**src/rtl/serial_shift_tx_pkg.sv**
```systemverilog
// -----------------------------------------------------------------------------
// serial_tx_pkg
// Shared types and helpers for the serial_shift_tx transmitter.
//   tx_state_t       : FSM state encoding (IDLE, SHIFT)
//   ST_IDLE/ST_SHIFT : legacy-compatible constants derived from tx_state_t
//   even_parity()    : XOR reduction of a word (words up to 64 bits)
// -----------------------------------------------------------------------------
package serial_tx_pkg;

    typedef enum logic {IDLE, SHIFT} tx_state_t;

    localparam logic [0:0] ST_IDLE  = 1'(IDLE);
    localparam logic [0:0] ST_SHIFT = 1'(SHIFT);

    // Even parity bit: makes the total number of ones (word + bit) even.
    function automatic logic even_parity(input logic [63:0] word);
        return ^word;
    endfunction

endpackage

```
**src/rtl/serial_shift_tx_if.sv**
```systemverilog
// -----------------------------------------------------------------------------
// serial_shift_tx_if
// Load handshake and serial-side status bundle of the transmitter.
//   load, data_in : request and parallel word (master -> slave)
//   ready         : transmitter idle, load accepted when load && ready
//   tx            : registered serial output
//   busy, finish  : frame in progress / one-cycle end-of-frame pulse
//   count         : index of the bit currently on tx
//   sender        : live shift-register contents
// Modports: master (datapath side), slave (transmitter side).
// -----------------------------------------------------------------------------
interface serial_shift_tx_if #(
    parameter int unsigned DATA_W = 8
);
    localparam int unsigned CNT_W = $clog2(DATA_W + 1);

    logic              load;
    logic [DATA_W-1:0] data_in;
    logic              ready;
    logic              tx;
    logic              busy;
    logic              finish;
    logic [CNT_W-1:0]  count;
    logic [DATA_W-1:0] sender;

    modport master (
        output load, data_in,
        input  ready, tx, busy, finish, count, sender
    );

    modport slave (
        input  load, data_in,
        output ready, tx, busy, finish, count, sender
    );

endinterface

```
**src/rtl/serial_shift_tx_bit_tick_gen.sv**
```systemverilog
// -----------------------------------------------------------------------------
// bit_tick_gen
// Bit-period divider: counts 0..CLKS_PER_BIT-1 and flags the last cycle.
//   clk     : clock, rising edge
//   reset   : synchronous active-high reset
//   restart : realigns the period so the next cycle is cycle 0
//   tick    : high on the last cycle of each bit period
// With CLKS_PER_BIT=1 tick is permanently high.
// -----------------------------------------------------------------------------
module bit_tick_gen #(
    parameter int unsigned CLKS_PER_BIT = 1
) (
    input  logic clk,
    input  logic reset,
    input  logic restart,
    output logic tick
);
    localparam int unsigned TW = (CLKS_PER_BIT > 1) ? $clog2(CLKS_PER_BIT) : 1;

    logic [TW-1:0] r_cnt;

    assign tick = (r_cnt == TW'(CLKS_PER_BIT - 1));

    // Period counter; wraps on tick so bit periods follow back to back.
    always_ff @(posedge clk) begin
        if (reset || restart) begin
            r_cnt <= '0;
        end else if (tick) begin
            r_cnt <= '0;
        end else begin
            r_cnt <= r_cnt + TW'(1);
        end
    end

endmodule

```
**src/rtl/serial_shift_tx.sv**
```systemverilog
// -----------------------------------------------------------------------------
// serial_shift_tx
// Parallel-in/serial-out transmitter. Latches a word on load && ready and
// shifts it onto tx one bit per CLKS_PER_BIT clocks, LSB- or MSB-first,
// pulsing finish for one cycle when the frame ends.
//   clk   : clock, rising edge
//   reset : synchronous active-high reset (overrides load)
//   bus   : serial_shift_tx_if.slave (load, data_in, ready, tx, busy,
//           finish, count, sender)
// Build option: SERIAL_SHIFT_TX_PARITY_EN appends one even-parity bit after
// the last data bit (frame becomes DATA_W+1 bits).
// -----------------------------------------------------------------------------
module serial_shift_tx
    import serial_tx_pkg::*;
#(
    parameter int unsigned DATA_W       = 8,
    parameter int unsigned CLKS_PER_BIT = 1,
    parameter int unsigned MSB_FIRST    = 0,
    parameter logic        IDLE_LEVEL   = 1'b1
) (
    input  logic             clk,
    input  logic             reset,
    serial_shift_tx_if.slave bus
);
    localparam int unsigned CNT_W = $clog2(DATA_W + 1);
`ifdef SERIAL_SHIFT_TX_PARITY_EN
    localparam int unsigned LAST_IDX = DATA_W;
`else
    localparam int unsigned LAST_IDX = DATA_W - 1;
`endif

    logic [0:0]        r_state, w_state_nxt;
    logic [DATA_W-1:0] r_sender, w_sender_nxt;
    logic              r_tx, w_tx_nxt;
    logic [CNT_W-1:0]  r_count, w_count_nxt;
    logic              r_busy, w_busy_nxt;
    logic              r_finish, w_finish_nxt;
    logic              w_restart;
    logic              w_tick;
    logic              w_first_bit;
    logic              w_shift_bit;
    logic              w_next_bit;
    logic [DATA_W-1:0] w_shifted;
`ifdef SERIAL_SHIFT_TX_PARITY_EN
    logic              r_par, w_par_nxt;
`endif

    bit_tick_gen #(
        .CLKS_PER_BIT (CLKS_PER_BIT)
    ) u_tick (
        .clk     (clk),
        .reset   (reset),
        .restart (w_restart),
        .tick    (w_tick)
    );

    // Output end of the register depends on bit order; shifting is zero-filled.
    assign w_first_bit = (MSB_FIRST != 0) ? bus.data_in[DATA_W-1] : bus.data_in[0];
    assign w_shift_bit = (MSB_FIRST != 0) ? r_sender[DATA_W-2] : r_sender[1];
    assign w_shifted   = (MSB_FIRST != 0) ? {r_sender[DATA_W-2:0], 1'b0}
                                          : {1'b0, r_sender[DATA_W-1:1]};

`ifdef SERIAL_SHIFT_TX_PARITY_EN
    // After the last data bit the captured parity takes the output slot.
    assign w_next_bit = (r_count == CNT_W'(DATA_W - 1)) ? r_par : w_shift_bit;
`else
    assign w_next_bit = w_shift_bit;
`endif

    // Next-state and next-output logic.
    always_comb begin
        w_state_nxt  = r_state;
        w_sender_nxt = r_sender;
        w_tx_nxt     = r_tx;
        w_count_nxt  = r_count;
        w_busy_nxt   = r_busy;
        w_finish_nxt = 1'b0;
        w_restart    = 1'b0;
`ifdef SERIAL_SHIFT_TX_PARITY_EN
        w_par_nxt    = r_par;
`endif
        case (r_state)
            ST_IDLE: begin
                if (bus.load) begin
                    w_state_nxt  = ST_SHIFT;
                    w_sender_nxt = bus.data_in;
                    w_tx_nxt     = w_first_bit;
                    w_count_nxt  = '0;
                    w_busy_nxt   = 1'b1;
                    w_restart    = 1'b1;
`ifdef SERIAL_SHIFT_TX_PARITY_EN
                    w_par_nxt    = even_parity(64'(bus.data_in));
`endif
                end
            end
            ST_SHIFT: begin
                if (w_tick) begin
                    if (r_count == CNT_W'(LAST_IDX)) begin
                        w_state_nxt  = ST_IDLE;
                        w_sender_nxt = '0;
                        w_tx_nxt     = IDLE_LEVEL;
                        w_count_nxt  = '0;
                        w_busy_nxt   = 1'b0;
                        w_finish_nxt = 1'b1;
                    end else begin
                        w_sender_nxt = w_shifted;
                        w_tx_nxt     = w_next_bit;
                        w_count_nxt  = r_count + CNT_W'(1);
                    end
                end
            end
            default: begin
                w_state_nxt = ST_IDLE;
            end
        endcase
    end

    // State and output registers.
    always_ff @(posedge clk) begin
        if (reset) begin
            r_state  <= ST_IDLE;
            r_sender <= '0;
            r_tx     <= IDLE_LEVEL;
            r_count  <= '0;
            r_busy   <= 1'b0;
            r_finish <= 1'b0;
`ifdef SERIAL_SHIFT_TX_PARITY_EN
            r_par    <= 1'b0;
`endif
        end else begin
            r_state  <= w_state_nxt;
            r_sender <= w_sender_nxt;
            r_tx     <= w_tx_nxt;
            r_count  <= w_count_nxt;
            r_busy   <= w_busy_nxt;
            r_finish <= w_finish_nxt;
`ifdef SERIAL_SHIFT_TX_PARITY_EN
            r_par    <= w_par_nxt;
`endif
        end
    end

    assign bus.ready  = (r_state == ST_IDLE);
    assign bus.tx     = r_tx;
    assign bus.busy   = r_busy;
    assign bus.finish = r_finish;
    assign bus.count  = r_count;
    assign bus.sender = r_sender;

endmodule

```
**src/flat_wrapper.sv**
```systemverilog
// flat-port wrapper written by rule: the top's interface ports become plain ports
module serial_shift_tx_flat import serial_tx_pkg::*;
#(
    parameter int unsigned DATA_W       = 8,
    parameter int unsigned CLKS_PER_BIT = 1,
    parameter int unsigned MSB_FIRST    = 0,
    parameter logic        IDLE_LEVEL   = 1'b1
)
  (clk, reset, bus_load, bus_data_in, bus_ready, bus_tx, bus_busy, bus_finish, bus_count, bus_sender);
  serial_shift_tx_if #(.DATA_W(DATA_W)) bus_i ();
  input  logic clk;
  input  logic reset;
  input wire logic [$bits(bus_i.load)-1:0] bus_load;
  input wire logic [$bits(bus_i.data_in)-1:0] bus_data_in;
  output wire logic [$bits(bus_i.ready)-1:0] bus_ready;
  output wire logic [$bits(bus_i.tx)-1:0] bus_tx;
  output wire logic [$bits(bus_i.busy)-1:0] bus_busy;
  output wire logic [$bits(bus_i.finish)-1:0] bus_finish;
  output wire logic [$bits(bus_i.count)-1:0] bus_count;
  output wire logic [$bits(bus_i.sender)-1:0] bus_sender;
  assign bus_i.load = bus_load;
  assign bus_i.data_in = bus_data_in;
  assign bus_ready = bus_i.ready;
  assign bus_tx = bus_i.tx;
  assign bus_busy = bus_i.busy;
  assign bus_finish = bus_i.finish;
  assign bus_count = bus_i.count;
  assign bus_sender = bus_i.sender;
  serial_shift_tx #(.DATA_W(DATA_W), .CLKS_PER_BIT(CLKS_PER_BIT), .MSB_FIRST(MSB_FIRST), .IDLE_LEVEL(IDLE_LEVEL)) u_core (.clk(clk), .reset(reset), .bus(bus_i));
endmodule
```
**config.mk**
```make
export PLATFORM = sky130hd
export DESIGN_NAME = serial_shift_tx_flat
export DESIGN_NICKNAME = d
export VERILOG_FILES = /design/src/rtl/serial_shift_tx_pkg.sv /design/src/rtl/serial_shift_tx_if.sv /design/src/rtl/serial_shift_tx_bit_tick_gen.sv /design/src/rtl/serial_shift_tx.sv /design/src/flat_wrapper.sv
export SDC_FILE = /design/constraint.sdc
export NUM_CORES = 1
export LEC_CHECK = 0
export ABC_AREA = 1
export CAP_MARGIN = 15
export CORE_MARGIN = 1.5
export CORE_UTILIZATION = 42
export DETAILED_ROUTE_END_ITERATION = 8
export PLACE_DENSITY = 0.76
export SYNTH_ARGS = -nofsm -noshare
export SYNTH_HDL_FRONTEND = slang
export SYNTH_HIERARCHICAL = 1
export SYNTH_SLANG_ARGS = --single-unit
```
**constraint.sdc**
```tcl
create_clock -name clk -period 1.2 [get_ports clk]
set_input_delay 0.12 -clock clk [delete_from_list [all_inputs] [get_ports clk]]
set_output_delay 0.12 -clock clk [all_outputs]
set_load 0.03 [all_outputs]
```
==> results.tsv, run 1 <==
stage	metric	value	unit
run_status	status	complete, but fails checks	
run_status	violations in the final reports	design-rule violations	
synthesis	top area cells in the synthesized netlist	sky130_fd_sc_hd__dfxtp_1 (47%), sky130_fd_sc_hd__nand2_1 (13%), sky130_fd_sc_hd__o21ai_0 (9.8%), sky130_fd_sc_hd__a21oi_1 (7.0%), sky130_fd_sc_hd__inv_1 (5.7%)	
timing	final count of negative-setup-slack endpoints	0	
detailed_routing	residual DRC count	1	
worst_setup_path	slowest stage delay, CP	0.38	ns
placement	final weighted congestion of routability-driven global placement	0.785	
die	number of top-level design ports	27	
cts	clock edge transition at the registers on the reported setup and hold paths	0.09	ns
synthesis	share of synthesized area occupied by flip-flops and latches	47.4	%
cts	Root Driver	sky130_fd_sc_hd__clkbuf_4	
worst_setup_path	cells along the critical path	clkdlybuf4s15_1	
global_route	GRT met3 Usage	2.45	%
cts	Clk Latency, worst-skew pair	0.28	ns
synthesis	prevailing post-synth register cell	sky130_fd_sc_hd__dfxtp_1	
placement	total placed cells including tap cells	144	
die	Vert. Die Dim	44.4	microns
worst_setup_path	Critical Path Slowest Stage Cell	sky130_fd_sc_hd__dfxtp_1	
die	placeable core area	1560	sq um
worst_setup_path	Register-to-Register Path Depth	6	
cts	post-CTS setup buffer count	0	
timing	count of endpoints failing hold in the final timing report	0	
final_layout	final design area excluding fillers	1050	sq um
hold_path	worst min-delay path startpoint	bus_data_in[7]	
die	die outline area	1970	sq um
placement	DP Wirelength	1230	microns
timing	Min Clock Period, post-route	1.16	ns
final_layout	Antenna Cells	0	
worst_setup_path	Crit path required time	1.08	ns
final_layout	Syn-to-layout area delta	46.9	%
pwr	Pleak	0.492	nW
synthesis	FFs w/ async S/R, synth	0	%
die	initial core utilization	46.1	%
job	# Max-Cap Violations	0	
detailed_routing	routed length per placed instance	10.9	microns
detailed_routing	final wirelength	1620	microns
timing	maximum clock skew at final layout	0.00231	ns
synthesis	library cell with the largest summed area after synthesis	sky130_fd_sc_hd__dfxtp_1	
worst_setup_path	endpoint of the worst register-to-register path	u_core/bus.sender[4]	
global_route	all-layer global routing usage	19.2	%
cts	clock sink count	17	
placement	IO Port Bufs	26	
die	# rows	14	
global_route	Most Used Layer, Global Route	met2	
final_layout	fraction of layout cells with a size suffix above 1	16.7	%
final_layout	net count of the finished layout	145	
synthesis	library cell with the highest instance count after synthesis	sky130_fd_sc_hd__nand2_1	
global_route	routing usage on met1	23.4	%
synthesis	net count after synthesis	110	
synthesis	top cell type's share of synthesized area	47.4	%
global_route	pin count of the biggest net entering global routing	12	
timing	Max Clk Rate	0.863	GHz
die	die extent in x	44.4	microns
hold_path	Worst Hold Depth	3	
synthesis	cell types with the highest counts after synthesis	sky130_fd_sc_hd__nand2_1 (24), sky130_fd_sc_hd__dfxtp_1 (17), sky130_fd_sc_hd__o21ai_0 (14)	
synthesis	Gate Count Post-Synth	98	
synthesis	Syn Std Cell Area	718	sq um
placement	total placed instance area	1020	sq um
worst_setup_path	highest fanout seen on the critical path	4	
pwr	total power per unit cell area	1140	nW/um^2
synthesis	Mean Syn Cell Area	7.33	sq um
detailed_routing	Via Count	740	
global_route	via count of the first global-routing pass	687	
detailed_routing	1st-iter DRT viols	27	
cts	maximum clock path buffer count	2	
cts	TritonCTS clock tree	built	
worst_setup_path	kind of cell adding the most delay to the critical path	flip-flops	
global_route	number of antenna violations at the first check in global routing	0	
synthesis	count of unique library cells instantiated by Yosys	16	
worst_setup_path	Buffers & Inverters on Critical Path	1	
worst_setup_path	Data arrival, critical path	1.04	ns
timing	total count of max-transition violations in the final report	0	
global_route	met2 track utilization from global routing	33.2	%
worst_setup_path	path type of the worst setup path	register to primary output	
worst_setup_path	origin of the critical flop-to-flop path	u_core/bus.count[0]	
detailed_routing	number of antenna-violating nets in the routed design	0	
synthesis	Yosys Warn Count	6	
detailed_routing	average via count per standard cell	5.00	
pwr	Max IR drop VDD	0.000850	V
global_route	leftover overflow at the end of global routing	0	
synthesis	total of flip-flops plus latches after synthesis	17	
worst_setup_path	Setup crit start kind	register	
detailed_routing	number of detailed-routing iterations run before antenna repair	6	
cts	Num CTS Buffers	3	
synthesis	number of synthesized flops with an enable pin	0	
timing	Period Utilization, post-route	96.5	%
timing	unrepaired setup endpoints after global routing	false	
hold_path	terminating pin of the worst hold path	u_core/bus.sender[7]	
worst_setup_path	flop-to-flop setup slack	0.07	ns
worst_setup_path	Worst setup EP type	primary output	
hold_path	Min-Delay Path Class	input port to register	
cts	CTS Hold Buffers Added	0	
cts	Clock H-tree levels	1	
global_route	wire length of the first global-routing pass	2790	microns
final_layout	filler-free cell count of the finished design	148	
-- sequential cells by signal, summed over array words and instances (netlist names) --
name and count:
u_core/bus.count 4, u_core/bus.tx 1, u_core/u_tick/r_cnt 1, u_core/bus.busy 1
u_core/r_state 1, u_core/bus.finish 1, u_core/bus.sender 8
-- cell type report --
cell class / count / area, sq um
fillers: 137 / 504
flip-flops and latches: 17 / 347
multi-input cells: 68 / 333
repair buffers: 31 / 284
inverters: 12 / 45.0
clock buffers: 4 / 26.3
well taps: 16 / 20.0
-- cell usage in the layout (no fill, tap or decap), types with 3 or more instances in the layout --
cell,count
sky130_fd_sc_hd__o21ai_0,14
sky130_fd_sc_hd__clkdlybuf4s50_1,10
sky130_fd_sc_hd__buf_4,7
sky130_fd_sc_hd__clkdlybuf4s15_1,7
sky130_fd_sc_hd__dlygate4sd2_1,7
sky130_fd_sc_hd__nor2_1,8
sky130_fd_sc_hd__nand3_1,3
sky130_fd_sc_hd__nand2_1,24
sky130_fd_sc_hd__dfxtp_1,14
sky130_fd_sc_hd__inv_1,10
sky130_fd_sc_hd__clkbuf_4,3
sky130_fd_sc_hd__a21oi_1,9
-- how the worst max path moves through the flow --
| stage | slack, ns | to | depth (start not counted) | startpoint |
|---|---|---|---|---|
| after global routing | 0.001 | bus_tx | 1 | u_core/bus.tx |
| final | 0.04 | bus_sender[1] | 1 | u_core/bus.sender[1] |
| after detailed placement | -0.09 | u_core/bus.tx | 6 | bus_load |
| after floorplan | 0.05 | u_core/bus.sender[6] | 6 | u_core/bus.count[0] |
| after CTS | 0.01 | bus_count[0] | 1 | u_core/bus.count[0] |
| after global placement | -0.04 | u_core/bus.tx | 6 | bus_load |
-- cells by family after synthesis --
group	after synthesis	synth area share, %
simple gates	41	24.6
compound gates	24	16.7
flops	17	47.4
buf+inv	13	7.84
xor+xnor	1	1.22
fa+ha+maj	1	1.74
other cells	1	0.522
-- routing by layer --
layer / share of wire, % / wire length, microns / up-vias
met5: 0 / 0 / -
met4: 1.0 / 17 / 0
met3: 3.6 / 59 / 2
met2: 50 / 814 / 17
met1: 45 / 729 / 338
li1: - / - / 383
-- power by group --
group          switching, mW  total [mW]  internal (mW)
Sequential            0.0268       0.629          0.602
Combinational          0.167       0.279          0.112
Clock                  0.166       0.295          0.129
-- per-stage QoR --
stage          hold slack [ns]  utilization [%]  total power [mW]  setup slack [ns]  setup TNS (ns)
3_5_place_dp             0.465             65.6             0.937           -0.0896          -0.560
4_1_cts                  0.382             66.1              1.21            0.0132               0
6_report                 0.390             67.7              1.20            0.0414               0
2_1_floorplan            0.182                -             0.806            0.0513               0
5_1_grt                  0.392             67.7              1.26           0.00119               0
3_3_place_gp             0.464             65.6             0.932           -0.0414          -0.178
-- timing repair --
action                                  4_1_cts  5_1_grt
endpoints found under the setup margin       18       20
hold endpoints to repair                      0        0
resized for setup                            15       12
No activity file was read; power rests on OpenSTA's default activity.
==> run 2: changes to the inputs <==
Settings changed: CORE_MARGIN 1.5 to 2.
==> run 2 against run 1 <==
Net effect: the flow now finishes without violations; sequential share of layout area increased by 0.47 points; fmax increased by 1.1%; design area decreased by 1.4%; combinational power about the same; global-route usage increased by 0.19 points; non-clock buffer count increased by 1; register-to-register slack about the same; count of clock-buffer cells in the layout unchanged; clock skew about the same; first-iteration DRC count increased by 30%; final cell count increased by 0.68%; critical endpoint unchanged; largest power group unchanged.
==> results.tsv, run 2 (same netlist as run 1, synthesis figures left out) <==
stage	metric	value	unit	change
die	# rows	14		unchanged
timing	unrepaired setup endpoints after global routing	false		unchanged
detailed_routing	residual DRC count	0		was 1
timing	Period Utilization, post-route	95.5	%	was 96.5%
detailed_routing	number of detailed-routing iterations run before antenna repair	4		was 6
cts	clock sink count	17		unchanged
detailed_routing	final wirelength	1750	microns	was 1620 microns
cts	Clk Latency, worst-skew pair	0.29	ns	was 0.28 ns
die	die extent in x	45.4	microns	was 44.4 microns
worst_setup_path	highest fanout seen on the critical path	2		was 4
placement	DP Wirelength	1270	microns	was 1230 microns
timing	Max Clk Rate	0.872	GHz	was 0.863 GHz
worst_setup_path	Critical Path Slowest Stage Cell	sky130_fd_sc_hd__dlygate4sd2_1		was sky130_fd_sc_hd__dfxtp_1
global_route	wire length of the first global-routing pass	2790	microns	about the same
timing	worst path setup slack after routing	0.0535	ns	was 0.0414 ns
detailed_routing	1st-iter DRT viols	35		was 27
global_route	leftover overflow at the end of global routing	0		unchanged
cts	clock edge transition at the registers on the reported setup and hold paths	0.10	ns	was 0.09 ns
worst_setup_path	path type of the worst setup path	register to primary output		unchanged
cts	TritonCTS clock tree	built		unchanged
die	die outline area	2060	sq um	was 1970 sq um
pwr	Total Power Consumption	1.22	mW	was 1.20 mW
timing	total count of max-transition violations in the final report	0		unchanged
timing	Min Clock Period, post-route	1.15	ns	was 1.16 ns
cts	maximum clock path buffer count	2		unchanged
die	placeable core area	1560	sq um	unchanged
detailed_routing	number of antenna-violating nets in the routed design	0		unchanged
cts	post-CTS setup buffer count	0		unchanged
global_route	number of antenna violations at the first check in global routing	0		unchanged
timing	final total negative setup slack	0	ns	unchanged
cts	Clock H-tree levels	1		unchanged
worst_setup_path	Setup crit start kind	register		unchanged
run_status	status	finished clean		was complete, but fails checks
die	initial core utilization	46.1	%	unchanged
global_route	pin count of the biggest net entering global routing	12		unchanged
final_layout	Largest register FFs	8		unchanged
final_layout	Antenna Cells	0		unchanged
die	Vert. Die Dim	45.4	microns	was 44.4 microns
pwr	Pleak	0.487	nW	was 0.492 nW
placement	final weighted congestion of routability-driven global placement	0.823		was 0.785
worst_setup_path	Buffers & Inverters on Critical Path	1		unchanged
placement	IO Port Bufs	26		unchanged
worst_setup_path	Crit path required time	1.08	ns	about the same
worst_setup_path	slowest stage delay, CP	0.40	ns	was 0.38 ns
placement	dpl ws	-0.0958	ns	was -0.0896 ns
cts	Num CTS Buffers	3		unchanged
detailed_routing	average via count per standard cell	5.10		was 5.00
detailed_routing	Via Count	760		was 740
hold_path	Min-Delay Path Class	input port to register		unchanged
pwr	Max IR drop VDD	0.000876	V	was 0.000850 V
final_layout	Syn-to-layout area delta	44.8	%	was 46.9%
cts	Root Driver	sky130_fd_sc_hd__clkbuf_4		unchanged
worst_setup_path	Data arrival, critical path	1.03	ns	was 1.04 ns
global_route	all-layer global routing usage	19.4	%	was 19.2%
global_route	via count of the first global-routing pass	662		was 687
final_layout	highest-count cells in the layout ignoring fill and taps	sky130_fd_sc_hd__nand2_1 (23), sky130_fd_sc_hd__o21ai_0 (14), sky130_fd_sc_hd__dfxtp_1 (14)		was sky130_fd_sc_hd__nand2_1 (24), sky130_fd_sc_hd__o21ai_0 (14), sky130_fd_sc_hd__dfxtp_1 (14)
timing	final count of negative-setup-slack endpoints	0		unchanged
final_layout	fraction of layout cells with a size suffix above 1	21.8	%	was 16.7%
detailed_routing	routed length per placed instance	11.7	microns	was 10.9 microns
timing	count of endpoints failing hold in the final timing report	0		unchanged
worst_setup_path	cells along the critical path	dlygate4sd2_1		was clkdlybuf4s15_1
worst_setup_path	Worst setup EP type	primary output		unchanged
worst_setup_path	kind of cell adding the most delay to the critical path	buffers and inverters		was flip-flops
pwr	total power per unit cell area	1170	nW/um^2	was 1140 nW/um^2
final_layout	net count of the finished layout	146		was 145
final_layout	most common library cell in the layout ignoring fill and taps	sky130_fd_sc_hd__nand2_1		unchanged
die	number of top-level design ports	27		unchanged
final_layout	final design area excluding fillers	1040	sq um	was 1050 sq um
job	# Max-Cap Violations	0		unchanged
placement	total placed instance area	1030	sq um	was 1020 sq um
timing	maximum clock skew at final layout	0.00237	ns	was 0.00231 ns
[run 2: cell types whose count changed in the layout (fill, tap and decap cells not counted), sizes merged]
| cell | previous run | this run |
|---|---|---|
| clkbuf | 4 | 10 |
| buf | 7 | 8 |
| clkdlybuf4s15 | 7 | 6 |
| dlygate4sd2 | 7 | 2 |
[run 2: final timing paths]
check | start | end | slack, ns | depth (start not counted)
worst max-delay path | u_core/bus.sender[1] | bus_sender[1] | 0.05 | 1
worst min-delay path | bus_data_in[7] | u_core/bus.sender[7] | 0.38 | 3
worst max register to register | u_core/bus.count[0] | u_core/bus.count[0] | 0.07 | 6
worst min register to register | u_core/bus.sender[0] | u_core/bus.sender[0] | 0.47 | 2
[run 2: layout make-up]
class | count | area, sq um
Clock buffer | 4 | 26.3
Sequential cell | 17 | 347
Fill cell | 125 | 519
Timing Repair Buffer | 32 | 268
Inverter | 12 | 47.5
Tap cell | 16 | 20.0
Multi-Input combinational cell | 68 | 332
[run 2: layer usage]
layer	wire length, microns	track usage (%)	up-vias
li1	-	-	384
met1	767	22.8	346
met5	0	0	-
met2	853	31.7	28
met3	106	6.00	2
met4	21	9.41	0
[run 2: report_power, final]
part,internal (mW),leakage (nW),switching [mW]
clock network,0.129,0.0150,0.181
logic,0.111,0.330,0.167
registers,0.603,0.142,0.0275
[run 2: what timing repair did]
action                     4_1_cts  5_1_grt
hold buffers                     0        0
gates resized for setup         16       23
setup endpoints to repair       15       23
[run 2: through the flow]
stage / instances / util (%) / hold slack (ns)
floorplan: 98 / - / 0.182
global placement: 145 / 66.1 / 0.465
detailed placement: 145 / 66.1 / 0.461
CTS: 149 / 66.7 / 0.377
global route: 149 / 66.7 / 0.367
finish: 149 / 66.7 / 0.385
[run 2: worst register-to-register path, stage by stage (launching register included)]
cell and delay (ns):
sky130_fd_sc_hd__dfxtp_4 0.38, sky130_fd_sc_hd__ha_2 0.22, sky130_fd_sc_hd__nand4_1 0.18, sky130_fd_sc_hd__nand2_1 0.13
sky130_fd_sc_hd__inv_1 0.04, sky130_fd_sc_hd__nand2_1 0.05, sky130_fd_sc_hd__inv_1 0.03
==> run 3: changes to the inputs <==
Settings changed: CORE_UTILIZATION 42 to 43, SYNTH_HIERARCHICAL 1 to default.
==> run 3 against run 2 <==
Net effect: critical endpoint is now bus_count[1]; largest cell class is now multi-input gates; clock power about the same; via count grew 7.1%; highest routed layer unchanged; final cell count up 12%; synthesized area rose by 8.7%.
==> results.tsv, run 3 <==
stage	metric	value	unit	change
die	initial core utilization	45.7	%	was 46.1%
placement	final weighted congestion of routability-driven global placement	0.864		was 0.823
die	placeable core area	1710	sq um	was 1560 sq um
detailed_routing	routed length per placed instance	11.2	microns	was 11.7 microns
timing	Post-Route Hold Slack	0.375	ns	was 0.385 ns
worst_setup_path	Setup crit start kind	register		unchanged
detailed_routing	average via count per standard cell	4.87		was 5.10
timing	Min Clock Period, post-route	1.19	ns	was 1.15 ns
synthesis	number of synthesized flops with an enable pin	0		unchanged
synthesis	share of synthesized area occupied by flip-flops and latches	43.6	%	was 47.4%
synthesis	library cell with the highest instance count after synthesis	sky130_fd_sc_hd__nand2_1		unchanged
synthesis	FFs w/ async S/R, synth	0	%	unchanged
timing	Max Clk Rate	0.844	GHz	was 0.872 GHz
worst_setup_path	flop-to-flop setup slack	0.04	ns	was 0.07 ns
global_route	wire length of the first global-routing pass	2960	microns	was 2790 microns
detailed_routing	final wirelength	1880	microns	was 1750 microns
timing	unrepaired setup endpoints after global routing	true		was false
die	die outline area	2170	sq um	was 2060 sq um
worst_setup_path	Crit path required time	1.08	ns	about the same
worst_setup_path	Worst setup EP type	primary output		unchanged
synthesis	share of cell area taken by muxes after synthesis	0	%	unchanged
synthesis	Yosys Warn Count	0		was 6
global_route	leftover overflow at the end of global routing	0		unchanged
final_layout	Syn-to-layout area delta	42.9	%	was 44.8%
die	# rows	15		was 14
global_route	pin count of the biggest net entering global routing	15		was 12
synthesis	top cell type's share of synthesized area	43.6	%	was 47.4%
cts	CTS Hold Buffers Added	0		unchanged
worst_setup_path	kind of cell adding the most delay to the critical path	flip-flops		was buffers and inverters
worst_setup_path	Critical Path Slowest Stage Cell	sky130_fd_sc_hd__dfxtp_2		was sky130_fd_sc_hd__dlygate4sd2_1
final_layout	highest-count cells in the layout ignoring fill and taps	sky130_fd_sc_hd__nand2_1 (27), sky130_fd_sc_hd__nand3_1 (20), sky130_fd_sc_hd__dfxtp_1 (15)		was sky130_fd_sc_hd__nand2_1 (23), sky130_fd_sc_hd__o21ai_0 (14), sky130_fd_sc_hd__dfxtp_1 (14)
global_route	via count of the first global-routing pass	697		was 662
synthesis	Syn Std Cell Area	781	sq um	was 718 sq um
job	# Max-Cap Violations	0		unchanged
run_status	status	finished clean		unchanged
cts	Root Driver	sky130_fd_sc_hd__clkbuf_4		unchanged
worst_setup_path	highest fanout seen on the critical path	5		was 2
pwr	Total Power Consumption	1.20	mW	was 1.22 mW
cts	Clock H-tree levels	1		unchanged
global_route	met2 track utilization from global routing	28.1	%	was 31.7%
synthesis	Synth Area in XOR/XNOR	0	%	was 1.22%
timing	maximum clock skew at final layout	0.0122	ns	was 0.00237 ns
timing	count of endpoints failing hold in the final timing report	0		unchanged
final_layout	net count of the finished layout	155		was 146
synthesis	net count after synthesis	119		was 110
cts	TritonCTS clock tree	built		unchanged
synthesis	simple-gate share of the synthesized area	38.9	%	was 24.6%
synthesis	prevailing post-synth register cell	sky130_fd_sc_hd__dfxtp_1		unchanged
synthesis	Gate Count Post-Synth	107		was 98
pwr	Max IR drop VDD	0.000798	V	was 0.000876 V
cts	Clk Latency, worst-skew pair	0.30	ns	was 0.29 ns
detailed_routing	number of antenna-violating nets in the routed design	0		unchanged
detailed_routing	1st-iter DRT viols	19		was 35
synthesis	main combinational cell family by area after synthesis	simple AND/OR/NAND/NOR gates		unchanged
cts	clock sink count	17		unchanged
worst_setup_path	Buffers & Inverters on Critical Path	1		unchanged
cts	clock edge transition at the registers on the reported setup and hold paths	0.11	ns	was 0.10 ns
die	Vert. Die Dim	46.6	microns	was 45.4 microns
timing	worst path setup slack after routing	0.0147	ns	was 0.0535 ns
detailed_routing	residual DRC count	0		unchanged
synthesis	total of flip-flops plus latches after synthesis	17		unchanged
synthesis	top area cells in the synthesized netlist	sky130_fd_sc_hd__dfxtp_1 (44%), sky130_fd_sc_hd__nand2_1 (13%), sky130_fd_sc_hd__nand3_1 (13%), sky130_fd_sc_hd__inv_1 (4.3%), sky130_fd_sc_hd__nor2_1 (4.3%)		was sky130_fd_sc_hd__dfxtp_1 (47%), sky130_fd_sc_hd__nand2_1 (13%), sky130_fd_sc_hd__o21ai_0 (9.8%), sky130_fd_sc_hd__a21oi_1 (7.0%), sky130_fd_sc_hd__inv_1 (5.7%)
timing	final count of negative-setup-slack endpoints	0		unchanged
cts	maximum clock path buffer count	2		unchanged
synthesis	synthesized-area fraction occupied by ao, oa, aoi and oai cells	7.21	%	was 16.7%
die	die extent in x	46.6	microns	was 45.4 microns
global_route	all-layer global routing usage	19.2	%	was 19.4%
synthesis	area share of fa/ha/maj cells after synthesis	1.60	%	was 1.74%
hold_path	Min-Delay Path Class	input port to register		unchanged
worst_setup_path	Data arrival, critical path	1.07	ns	was 1.03 ns
worst_setup_path	cells along the critical path	clkdlybuf4s15_1		was dlygate4sd2_1
placement	dpl ws	-0.115	ns	was -0.0958 ns
global_route	GRT met3 Usage	4.71	%	was 6.00%
final_layout	Largest register FFs	8		unchanged
placement	IO Port Bufs	26		unchanged
detailed_routing	Via Count	814		was 760
worst_setup_path	path type of the worst setup path	register to primary output		unchanged
cts	Num CTS Buffers	3		unchanged
final_layout	fraction of layout cells with a size suffix above 1	22.5	%	was 21.8%
worst_setup_path	slowest stage delay, CP	0.38	ns	was 0.40 ns
die	number of top-level design ports	27		unchanged
detailed_routing	number of detailed-routing iterations run before antenna repair	5		was 4
synthesis	Mean Syn Cell Area	7.30	sq um	was 7.33 sq um
global_route	routing usage on met1	25.6	%	was 22.8%
global_route	Most Used Layer, Global Route	met2		unchanged
final_layout	Antenna Cells	0		unchanged
timing	total count of max-transition violations in the final report	0		unchanged
pwr	Pleak	0.564	nW	was 0.487 nW
synthesis	cell types with the highest counts after synthesis	sky130_fd_sc_hd__nand2_1 (27), sky130_fd_sc_hd__nand3_1 (20), sky130_fd_sc_hd__dfxtp_1 (17)		was sky130_fd_sc_hd__nand2_1 (24), sky130_fd_sc_hd__dfxtp_1 (17), sky130_fd_sc_hd__o21ai_0 (14)
global_route	number of antenna violations at the first check in global routing	0		unchanged
timing	Period Utilization, post-route	98.8	%	was 95.5%
pwr	total power per unit cell area	1080	nW/um^2	was 1170 nW/um^2
synthesis	count of unique library cells instantiated by Yosys	22		was 16
synthesis	library cell with the largest summed area after synthesis	sky130_fd_sc_hd__dfxtp_1		unchanged
timing	final total negative setup slack	0	ns	unchanged
final_layout	final core occ	65.3	%	was 66.7%
final_layout	most common library cell in the layout ignoring fill and taps	sky130_fd_sc_hd__nand2_1		unchanged
placement	DP Wirelength	1340	microns	was 1270 microns
## run 3: cell types whose count changed in the layout (fill, tap and decap cells not counted), sizes merged, moves of 2 or more
cell / previous run / this run
clkinv: 0 / 2
clkbuf: 10 / 8
o21ai: 14 / 4
clkdlybuf4s15: 6 / 3
dlygate4sd2: 2 / 5
nand2: 27 / 30
nand3: 4 / 21
a21oi: 10 / 5
nor3: 0 / 2
## run 3: area by class of cell
type / count / area (sq um)
Clock buffer: 3 / 22.5
Tap cell: 25 / 31.3
Timing Repair Buffer: 32 / 268
Sequential cell: 17 / 345
Fill cell: 151 / 592
Inverter: 14 / 52.6
Clock inverter: 1 / 5.00
Multi-Input combinational cell: 75 / 392
## run 3: timing repair
action                     4_1_cts  5_1_grt
gates resized for setup         19       11
gates cloned                     0        0
setup buffers                    0        0
setup endpoints to repair       20       14
## run 3: path summary, 6_finish.rpt
path                              from  cells after the start                    to
setup / recovery   u_core.bus.count[1]                      1          bus_count[1]
hold / removal          bus_data_in[7]                      3  u_core.bus.sender[7]
setup reg to reg   u_core.bus.count[1]                      6  u_core.bus.sender[0]
hold reg to reg   u_core.bus.sender[7]                      2  u_core.bus.sender[7]
## run 3: kinds of logic (layout without fill, tap and decap cells)
family	Yosys count	in the layout
buffers and inverters	15	50
AOI/OAI and AO/OA	10	10
adders and majority gates	1	1
and+or+nand+nor	63	63
DFF	17	17
other	1	1
## run 3: through the flow
step | instance area (sq um) | cells
finish | 1120 | 167
floorplan | 786 | 107
CTS | 1130 | 167
detailed placement | 1100 | 163
global placement | 1100 | 163
global route | 1120 | 167
## run 3: where the power goes
group	internal [mW]	total, mW	switching, mW	leakage (nW)
logic	0.110	0.270	0.161	0.406
registers	0.595	0.617	0.0225	0.141
clock network	0.124	0.313	0.189	0.0177
## run 3: routing by layer
metal	part of all wire, %	up-vias
li1	-	412
met1	43	361
met2	48	33
met3	6.0	8
met4	2.6	0
met5	0	-
